File: config.mk
export PLATFORM = sky130hd
export DESIGN_NAME = thor2022_bus_master
export DESIGN_NICKNAME = d
export VERILOG_FILES = /design/src/rtl/thor2022_bus_pkg.sv /design/src/rtl/thor2022_bus_master.sv
export SDC_FILE = /design/constraint.sdc
export NUM_CORES = 1
export LEC_CHECK = 0
export ABC_AREA = 1
export BUFFER_PORTS_ARGS = -buffer_cell sky130_fd_sc_hd__buf_2
export CAP_MARGIN = 20
export CORE_MARGIN = 3
export CORE_UTILIZATION = 42
export DETAILED_ROUTE_END_ITERATION = 7
export PLACE_DENSITY = 0.76
export REMOVE_ABC_BUFFERS = 1
export SLEW_MARGIN = 30
export SYNTH_ARGS = -nofsm -noshare
export SYNTH_HDL_FRONTEND = slang
export SYNTH_SLANG_ARGS = --single-unit
File: constraint.sdc
create_clock -name clk_i -period 6.1 [get_ports clk_i]
set_input_delay 1.22 -clock clk_i [delete_from_list [all_inputs] [get_ports clk_i]]
set_output_delay 1.22 -clock clk_i [all_outputs]
set_load 0.01 [all_outputs]
File: src/rtl/thor2022_bus_pkg.sv
// Shared types and constants for the Thor2022 bus master.
package Thor2022_bus_pkg;

  typedef enum logic [1:0] {
    IDLE   = 2'd0,
    ACCESS = 2'd1,
    RESP   = 2'd2
  } state_e;

  localparam int TIMEOUT_DEF = 255;

endpackage

File: src/rtl/thor2022_bus_master.sv
// Single-outstanding bus master: takes one command, runs one bus cycle with a
// timeout, then presents the response until the consumer takes it.
module thor2022_bus_master
  import Thor2022_bus_pkg::*;
#(
  parameter int AWID    = 32,
  parameter int TIMEOUT = TIMEOUT_DEF
) (
  input  logic            rst_i,
  input  logic            clk_i,
  // command side
  input  logic            req_i,
  input  logic            req_we_i,
  input  logic [7:0]      req_sel_i,
  input  logic [AWID-1:0] req_adr_i,
  input  logic [63:0]     req_dat_i,
  output logic            req_rdy_o,
  // response side
  output logic            resp_vld_o,
  input  logic            resp_rdy_i,
  output logic [63:0]     resp_dat_o,
  output logic            resp_err_o,
  // bus side
  output logic            cyc_o,
  output logic            stb_o,
  output logic            we_o,
  output logic [7:0]      sel_o,
  output logic [AWID-1:0] adr_o,
  output logic [63:0]     dat_o,
  input  logic            ack_i,
  input  logic [63:0]     dat_i
);

  // Wide enough to hold TIMEOUT itself, so the counter never wraps.
  localparam int TW = $clog2(TIMEOUT + 1);
  localparam logic [TW-1:0] TMR_LAST = TW'(TIMEOUT - 1);

  state_e          state_q, state_d;
  logic            we_q, we_d;
  logic [7:0]      sel_q, sel_d;
  logic [AWID-1:0] adr_q, adr_d;
  logic [63:0]     dat_q, dat_d;
  logic [TW-1:0]   tmr_q, tmr_d;
  logic [63:0]     rdat_q, rdat_d;
  logic            err_q, err_d;

  // Bus strobes follow the ACCESS state directly, so an async reset drops them at once.
  assign cyc_o      = (state_q == ACCESS);
  assign stb_o      = (state_q == ACCESS);
  assign we_o       = we_q;
  assign sel_o      = sel_q;
  assign adr_o      = adr_q;
  assign dat_o      = dat_q;
  assign resp_vld_o = (state_q == RESP);
  assign resp_dat_o = rdat_q;
  assign resp_err_o = err_q;
  // Not ready while reset is held, even though the state already reads IDLE.
  assign req_rdy_o  = (state_q == IDLE) & ~rst_i;

  // Next-state and datapath updates; everything holds unless a transition says otherwise.
  always_comb begin
    state_d = state_q;
    we_d    = we_q;
    sel_d   = sel_q;
    adr_d   = adr_q;
    dat_d   = dat_q;
    tmr_d   = tmr_q;
    rdat_d  = rdat_q;
    err_d   = err_q;
    unique case (state_q)
      IDLE: begin
        if (req_i) begin
          we_d    = req_we_i;
          sel_d   = req_sel_i;
          adr_d   = req_adr_i;
          dat_d   = req_dat_i;
          tmr_d   = '0;
          state_d = ACCESS;
        end
      end
      ACCESS: begin
        // Ack is checked first so it beats a simultaneous timeout.
        if (ack_i) begin
          rdat_d  = we_q ? 64'd0 : dat_i;
          err_d   = 1'b0;
          state_d = RESP;
        end else if (tmr_q == TMR_LAST) begin
          rdat_d  = 64'd0;
          err_d   = 1'b1;
          state_d = RESP;
        end else begin
          tmr_d = tmr_q + 1'b1;
        end
      end
      RESP: begin
        if (resp_rdy_i) state_d = IDLE;
      end
      default: state_d = IDLE;
    endcase
  end

  // State and datapath registers with asynchronous clear.
  always_ff @(posedge clk_i or posedge rst_i) begin
    if (rst_i) begin
      state_q <= IDLE;
      we_q    <= 1'b0;
      sel_q   <= '0;
      adr_q   <= '0;
      dat_q   <= '0;
      tmr_q   <= '0;
      rdat_q  <= '0;
      err_q   <= 1'b0;
    end else begin
      state_q <= state_d;
      we_q    <= we_d;
      sel_q   <= sel_d;
      adr_q   <= adr_d;
      dat_q   <= dat_d;
      tmr_q   <= tmr_d;
      rdat_q  <= rdat_d;
      err_q   <= err_d;
    end
  end

endmodule

==> results of run 1 <==
-- power groups by stage --
stage	registers, mW	logic (mW)	clock network [mW]
after floorplan	2.25	1.11	0
after global placement	2.00	2.00	0
after global routing	2.08	2.18	1.15
after detailed placement	2.02	2.04	0
after CTS	2.01	2.05	1.10
final	2.01	2.02	1.07
-- cell usage in the layout (no fill, tap or decap), drive strengths merged --
master	count
a21boi	1
a21o	1
a21oi	4
buf	351
bufinv	1
clkbuf	18
clkinv	4
clkinvlp	1
dfrtp	180
ha	2
inv	19
mux2	105
nand2	153
nand3	77
nor2	13
nor3	2
o21ai	3
o311ai	1
or2	1
-- worst max path at each step --
| stage | end | slack [ps] | cells past startpoint |
|---|---|---|---|
| floorplan | adr_o[0]$_DFFE_PP0P_ | -7 | 1 |
| CTS | req_rdy_o | 3260 | 3 |
| global placement | resp_dat_o[10]$_DFFE_PP0P_ | 3240 | 5 |
| detailed placement | resp_dat_o[0]$_DFFE_PP0P_ | 3220 | 5 |
| global route | req_rdy_o | 3230 | 3 |
| finish | req_rdy_o | 3240 | 3 |
-- routing by layer --
metal	vias to the layer above	global-route usage (%)	part of all wire (%)
met5	-	0	0
met4	0	7.72	3.3
met3	45	6.48	7.6
met2	238	32.2	50
met1	2632	22.7	39
li1	2627	-	-
-- layout make-up --
cell class	count	area [sq um]	share of cell area, %
Inverter	11	51.3	0.522
Timing Repair Buffer	351	1780	18.1
Clock inverter	14	143	1.45
Clock buffer	18	429	4.37
Multi-Input combinational cell	363	2640	26.9
Tap cell	225	282	2.86
Sequential cell	180	4500	45.8
-- worst max-delay path, delay by kind of cell --
| kind | cells | cell delay (ps) |
|---|---|---|
| buf+inv | 2 | 290 |
| simple gates | 1 | 120 |
-- Yosys cell counts --
master / number
o21ai_0: 1
nand3_1: 77
buf_4: 2
mux2_1: 5
mux2_2: 20
inv_4: 1
nor2_2: 1
or2_2: 1
inv_1: 10
nor2_1: 11
nor2_8: 1
a21oi_1: 4
o311ai_0: 1
a21boi_0: 1
buf_2: 13
buf_6: 15
o21ai_1: 2
clkbuf_1: 4
ha_1: 2
dfrtp_1: 180
nand2_1: 149
mux2_4: 80
nor3_1: 2
a21o_1: 1
nand2_4: 2
nand2_2: 2
-- registers in the layout, summed over array words and instances (netlist names) --
register / cells
we_o: 1
adr_o: 32
resp_err_o: 1
tmr_q: 8
resp_dat_o: 64
dat_o: 64
sel_o: 8
state_q: 2
-- logic make-up (layout without fill, tap and decap cells) --
kind of cell    Yosys count  after routing
buf+inv                  45            394
compound gates           10             10
mux                     105            105
simple gates            246            246
flops                   180            180
fa+ha+maj                 2              2
-- metrics by stage --
stage	instance area (sq um)	TNS [ps]	power (mW)	utilization (%)
2_1_floorplan	7180	-1250	3.36	-
3_3_place_gp	9260	0	4.00	53.5
3_5_place_dp	9260	0	4.06	53.5
4_1_cts	9830	0	5.16	56.8
5_1_grt	9830	0	5.41	56.8
6_report	9830	0	5.10	56.8
==> qor.txt, run 1 <==
================================================================================
Multiplexer share of the synthesized area .........................        19.9%
Post-Synthesis Cell Area ..........................................   7440 sq um
Buffer cell driving the clock tree root ...........................    clkbuf_16
Initial standard-cell utilization of the core .....................        43.0%
Number of pins with negative max-slew slack in the final report ...            0
Sum of net half-perimeters after detailed placement ............... 13300 microns
Share of synthesized area occupied by flip-flops and latches ......        60.5%
Routed length per placed instance ................................. 16.0 microns
Max Clock Freq ....................................................      350 MHz
Worst Hold Margin .................................................       487 ps
CP cell instances ................................................. buf_2, nor3_1, buf_2
Kind of end point of the critical path ............................  output port
Area growth, synth to finish ......................................        32.1%
Via count .........................................................         5542
Post-detailed-route via-to-cell ratio .............................         4.77
Minimum setup slack after placement ...............................      3220 ps
Drt total wl ...................................................... 18600 microns
Post-CTS Setup Inserts ............................................            0
Number of antenna violations at the first check in global routing .            0
Cell-internal power ...............................................      3.33 mW
CTS tree ..........................................................         done
RSZ-0062 raised after global routing ..............................           no
Hold Path Cell Cnt ................................................            1
Fraction of final layout cells sized beyond drive strength 1 ......        52.6%
Area fraction of the dominant cell type after synthesis ...........        60.5%
Setup slack of the critical path after layout .....................      3240 ps
Number of clock sinks .............................................          180
Synth warn ........................................................            0
TritonCTS Buffers .................................................           17
Minimum period implied by the final worst setup slack .............      2860 ps
Post-route fraction of the period consumed by the critical path ...        46.9%
DR iter-0 viols ...................................................          307
Dominant combinational cell family by area after synthesis ........ multiplexers
Number of diodes ..................................................            0
Resized cells post-CTS ............................................            0
Final antenna-violating net count .................................            0
Origin of the worst setup path ....................................        rst_i
Synthesized netlist cell count ....................................          588
Worst path arrival time ...........................................      1640 ps
Worst hold path endpoint .......................................... sel_o[4]$_DFFE_PP0P_
Layout Cells excl Fill ............................................         1162
Share of the synthesized netlist area taken by xor and xnor gates .           0%
Share of power burned in combinational logic ......................        39.5%
Overflow left after global routing ................................            0
Number of placed I/O pins .........................................          348
Worst setup path category ......................................... input pin to output port
Area of the die ...................................................  19400 sq um
Count of unresolved DRC violations after routing ..................            0
Worst setup skew after layout .....................................      8.14 ps
Number of fill cells ..............................................         1466
Capture instance of the worst register-to-register path ........... resp_dat_o[0]$_DFFE_PP0P_
Worst-case register-to-register setup slack .......................      3790 ps
Result of the run ................................................. complete, no violations
Post-Syn Area per Cell ............................................   12.7 sq um
Routability congestion estimate from global placement .............        0.791
Compound-gate portion of the synthesized area .....................       0.790%
Number of input and output port buffers inserted ..................          347
Power per standard cell area ......................................  519 nW/um^2
Sequential group share of total power .............................        39.4%
Class of the tightest hold or removal check ....................... register to register
Largest net degree at the start of global routing .................          112
Leakage power figure ..............................................      5.50 nW
Crit-path slowest cell ............................................        buf_2
Net Switching .....................................................      1.77 mW
H-tree Lvls .......................................................            4
Deepest clock path buffer count ...................................            2
Maximum vdd drop ..................................................     0.502 mV
Final hold violations .............................................            0
Die Span Y ........................................................  139 microns
Max_cap viols .....................................................            0
Std cell rows .....................................................           48
Clock share of power ..............................................        21.0%
Biggest area contributors in the synthesized netlist .............. dfrtp_1, mux2_4, nand2_1
Critical path required time .......................................      4880 ps
Transition at the pin with the smallest max-transition slack ......       834 ps
Yosys top cell by area ............................................      dfrtp_1
Global router's overall resource usage ............................        19.2%
Instance count after placement with tap cells included ............         1130
Number of unique standard cell types used by synthesis ............           26
Wire length of the first global-routing pass ...................... 30000 microns
Max_slew headroom .................................................        44.4%
Sw frac ...........................................................        34.7%
Worst-skew pair later-pin latency .................................       420 ps
Core region area ..................................................  17300 sq um
Most common cell type on the critical path ........................        buf_2
Critical path peak fanout .........................................            2
Beginning of the worst register-to-register path .................. state_q[1]$_DFFE_PP0P_
Adder-cell share of the synthesized area ..........................       0.336%
Longest individual stage delay on the worst path ..................       150 ps
Count of nets after finishing .....................................         1100
Number of flip-flops and latches in the synthesized netlist .......          180
Die outline width .................................................  139 microns
Clock transition at the registers of the reported paths ...........        70 ps
Critical Path Start Type ..........................................    input pin
Startpoint of the worst hold path ................................. sel_o[4]$_DFFE_PP0P_
Total setup violations reported at the end of the flow ............            0
Simple-gate area share of the yosys netlist .......................        14.3%
Logic depth of the worst register-to-register path ................            7
Initial DRT Pass Iterations .......................................            4
Vias in the first global route ....................................         5784
Hold buffers post-CTS .............................................            0
================================================================================
Note: power is estimated with default switching activity, not from simulation.
==> run 2: changes to the inputs <==
--- a/config.mk
+++ b/config.mk
@@ -5,11 +5,11 @@
 export SDC_FILE = /design/constraint.sdc
 export NUM_CORES = 1
 export LEC_CHECK = 0
-export ABC_AREA = 1
+export ABC_AREA = 0
 export BUFFER_PORTS_ARGS = -buffer_cell sky130_fd_sc_hd__buf_2
 export CAP_MARGIN = 20
 export CORE_MARGIN = 3
-export CORE_UTILIZATION = 42
+export CORE_UTILIZATION = 41
 export DETAILED_ROUTE_END_ITERATION = 7
 export PLACE_DENSITY = 0.76
 export REMOVE_ABC_BUFFERS = 1
==> constraint.sdc (replaced) <==
create_clock -name clk_i -period 2.4 [get_ports clk_i]
set_input_delay 0.48 -clock clk_i [delete_from_list [all_inputs] [get_ports clk_i]]
set_output_delay 0.48 -clock clk_i [all_outputs]
set_load 0.01 [all_outputs]
==> run 2 against run 1 <==
Critical path depth unchanged. Combinational power increased by 130%. Sequential power increased to 2.6 times the previous value. Largest power group is now registers. Highest routed layer unchanged.
==> qor.txt, run 2 <==
================================================================================
Class of the tightest hold or removal check ....................... input pin to async pin
RSZ-0062 raised after global routing ..............................           no
Biggest area contributors in the synthesized netlist .............. dfrtp_1, mux2_2, a22o_1
Most frequent cells in the layout ................................. buf_2, dfrtp_1, a22o_1, mux2_2, mux2_1
Count of flip-flops with a built-in enable after synthesis ........            0   unchanged
Post-Syn Area per Cell ............................................   15.7 sq um   +24%
Area growth, synth to finish ......................................        39.5%
Total setup violations reported at the end of the flow ............            0   unchanged
H-tree Lvls .......................................................            4   unchanged
Async set-reset flop share out of synthesis .......................         100%   unchanged
Sum of net half-perimeters after detailed placement ............... 12500 microns   -5.9%
Via count .........................................................         4820   -13%
Final antenna-violating net count .................................            0   unchanged
Count of nets after finishing .....................................          952   -13%
DR iter-0 viols ...................................................          114   -63%
Initial DRT Pass Iterations .......................................            4   unchanged
Post-route fraction of the period consumed by the critical path ...        81.0%
Number of unique standard cell types used by synthesis ............           34   +31%
Die Span Y ........................................................  134 microns   -3.6%
Most numerous cell in the Yosys netlist ...........................      dfrtp_1
Transition at the pin with the smallest max-transition slack ......       536 ps   -298 ps
Result of the run ................................................. complete, no violations
Max Clock Freq ....................................................      515 MHz
Clock transition at the registers of the reported paths ...........        60 ps   about the same
Resized cells post-CTS ............................................            0   unchanged
Synthesized netlist cell count ....................................          428   -27%
Worst Hold Margin .................................................       125 ps   -361 ps
Synth Flop Type ...................................................      dfrtp_1
Sw frac ...........................................................        33.2%   -1.5 points
Max_cap viols .....................................................            0   unchanged
Critical Path Start Type ..........................................     register
TritonCTS Buffers .................................................           17   unchanged
Sequential group share of total power .............................        40.2%   +0.8 points
Number of clock sinks .............................................          180   unchanged
Worst-case register-to-register setup slack .......................       620 ps   -3170 ps
Number of flip-flops and latches in the synthesized netlist .......          180   unchanged
Die outline width .................................................  134 microns   -3.6%
Worst path arrival time ...........................................      1460 ps   -180 ps
Register area .....................................................   4500 sq um   unchanged
Origin of the worst setup path .................................... state_q[1]$_DFFE_PP0P_
Drt total wl ...................................................... 16600 microns   -11%
Final hold violations .............................................            0   unchanged
Global router's overall resource usage ............................        18.0%   -1.1 points
Post-detailed-route via-to-cell ratio .............................         4.80   +0.56%
Commonest cells in the synthesized netlist ........................ dfrtp_1, a22o_1, mux2_2
Most common library cell in the layout ignoring fill and taps .....        buf_2
Worst setup skew after layout .....................................      8.51 ps   +0.362 ps
CTS tree ..........................................................         done
Share of power burned in combinational logic ......................        36.4%   -3.1 points
Number of pins with negative max-slew slack in the final report ...            0   unchanged
Critical path peak fanout .........................................           10   +8
Kind of end point of the critical path ............................  output port
Cell-internal power ...............................................      8.65 mW   +160%
Number of diodes ..................................................            0   unchanged
Clock share of power ..............................................        23.4%   +2.4 points
Buffer cell driving the clock tree root ...........................    clkbuf_16
Maximum vdd drop ..................................................     0.629 mV   +25%
Synth warn ........................................................            0   unchanged
Routed length per placed instance ................................. 16.5 microns   +3.2%
Vias in the first global route ....................................         4831   -16%
Overflow left after global routing ................................            0   unchanged
Number of placed I/O pins .........................................          348   unchanged
Area fraction of the dominant cell type after synthesis ...........        67.0%   +6.5 points
Area occupied by multi-input gates ................................   2060 sq um   -22%
Beginning of the worst register-to-register path .................. state_q[1]$_DFFE_PP0P_
Leakage power figure ..............................................      4.77 nW   -13%
Share of synthesized area occupied by flip-flops and latches ......        67.0%   +6.5 points
Worst-skew pair later-pin latency .................................       420 ps   about the same
Largest net degree at the start of global routing .................           96   -14%
Post-CTS Setup Inserts ............................................            0   unchanged
Routability congestion estimate from global placement .............        0.780   -1.3%
Worst setup path category ......................................... register to output port
Count of unresolved DRC violations after routing ..................            0   unchanged
Number of input and output port buffers inserted ..................          347   unchanged
Post-Synthesis Cell Area ..........................................   6720 sq um   -9.7%
Fraction of final layout cells sized beyond drive strength 1 ......        57.5%   +4.9 points
Deepest clock path buffer count ...................................            2   unchanged
Hold buffers post-CTS .............................................            0   unchanged
Yosys top cell by area ............................................      dfrtp_1
Core region area ..................................................  15900 sq um   -7.8%
Number of antenna violations at the first check in global routing .            0   unchanged
Number of fill cells ..............................................         1319   -10%
Initial standard-cell utilization of the core .....................        42.2%   -0.86 points
Minimum period implied by the final worst setup slack .............      1940 ps
Power per standard cell area ...................................... 1380 nW/um^2   +170%
Max_slew headroom .................................................        64.3%   +20 points
Wire length of the first global-routing pass ...................... 25400 microns   -15%
Std cell rows .....................................................           46   -4.2%
Critical path required time .......................................      1920 ps   -2960 ps
Area of the die ...................................................  18000 sq um   -7.1%
Design Power ......................................................      13.0 mW   +150%
Net Switching .....................................................      4.30 mW   +140%
================================================================================
run 2: power by group through the flow:
stage          Clock (mW)  Combinational (mW)  Sequential, mW
3_3_place_gp            0                4.67            5.23
3_5_place_dp            0                4.83            5.24
4_1_cts              3.12                4.81            5.23
6_report             3.03                4.71            5.21
2_1_floorplan           0                1.66            5.72
5_1_grt              3.26                5.09            5.41
run 2: metal layers:
| layer | track usage, % | part of all wire (%) |
|---|---|---|
| met1 | 22.0 | 40 |
| met2 | 31.2 | 51 |
| met3 | 4.95 | 7.8 |
| met4 | 5.94 | 1.3 |
| met5 | 0 | 0 |
run 2: cell families after synthesis:
| logic type | Yosys count | share of synthesized area [%] |
|---|---|---|
| mux | 107 | 17.9 |
| simple gates | 21 | 1.73 |
| fa+ha+maj | 2 | 0.372 |
| buf+inv | 33 | 2.64 |
| compound gates | 85 | 10.3 |
| flops | 180 | 67.0 |
run 2: cell type report:
| class | count | area share [%] |
|---|---|---|
| Sequential cell | 180 | 48.0 |
| Timing Repair Buffer | 356 | 19.9 |
| Clock buffer | 18 | 4.68 |
| Tap cell | 216 | 2.88 |
| Multi-Input combinational cell | 215 | 21.9 |
| Clock inverter | 14 | 2.27 |
| Inverter | 6 | 0.294 |
run 2: worst paths after layout:
| check | to | cells after the start |
|---|---|---|
| min | dat_o[52]$_DFFE_PP0P_ | 2 |
| max in group asynchronous | resp_dat_o[5]$_DFFE_PP0P_ | 3 |
| max | stb_o | 3 |
| max reg2reg | resp_dat_o[33]$_DFFE_PP0P_ | 6 |
| min reg2reg | sel_o[1]$_DFFE_PP0P_ | 1 |
| min in group clk_i | state_q[1]$_DFFE_PP0P_ | 2 |
run 2: worst max-delay path, cell delays in order (launching register included):
cell and delay (ps):
dfrtp_1 430, nand2b_1 250, inv_2 200, buf_2 170
run 2: stage by stage:
stage	cell area (sq um)	setup WS [ps]	cells	utilization, %	setup TNS (ps)
after global placement	8730	599	973	54.7	0
after detailed placement	8730	570	973	54.7	0
after floorplan	6570	-6970	401	-	-1373520
after global routing	9380	368	1005	58.8	0
final	9380	456	1005	58.8	0
after CTS	9380	418	1005	58.8	0
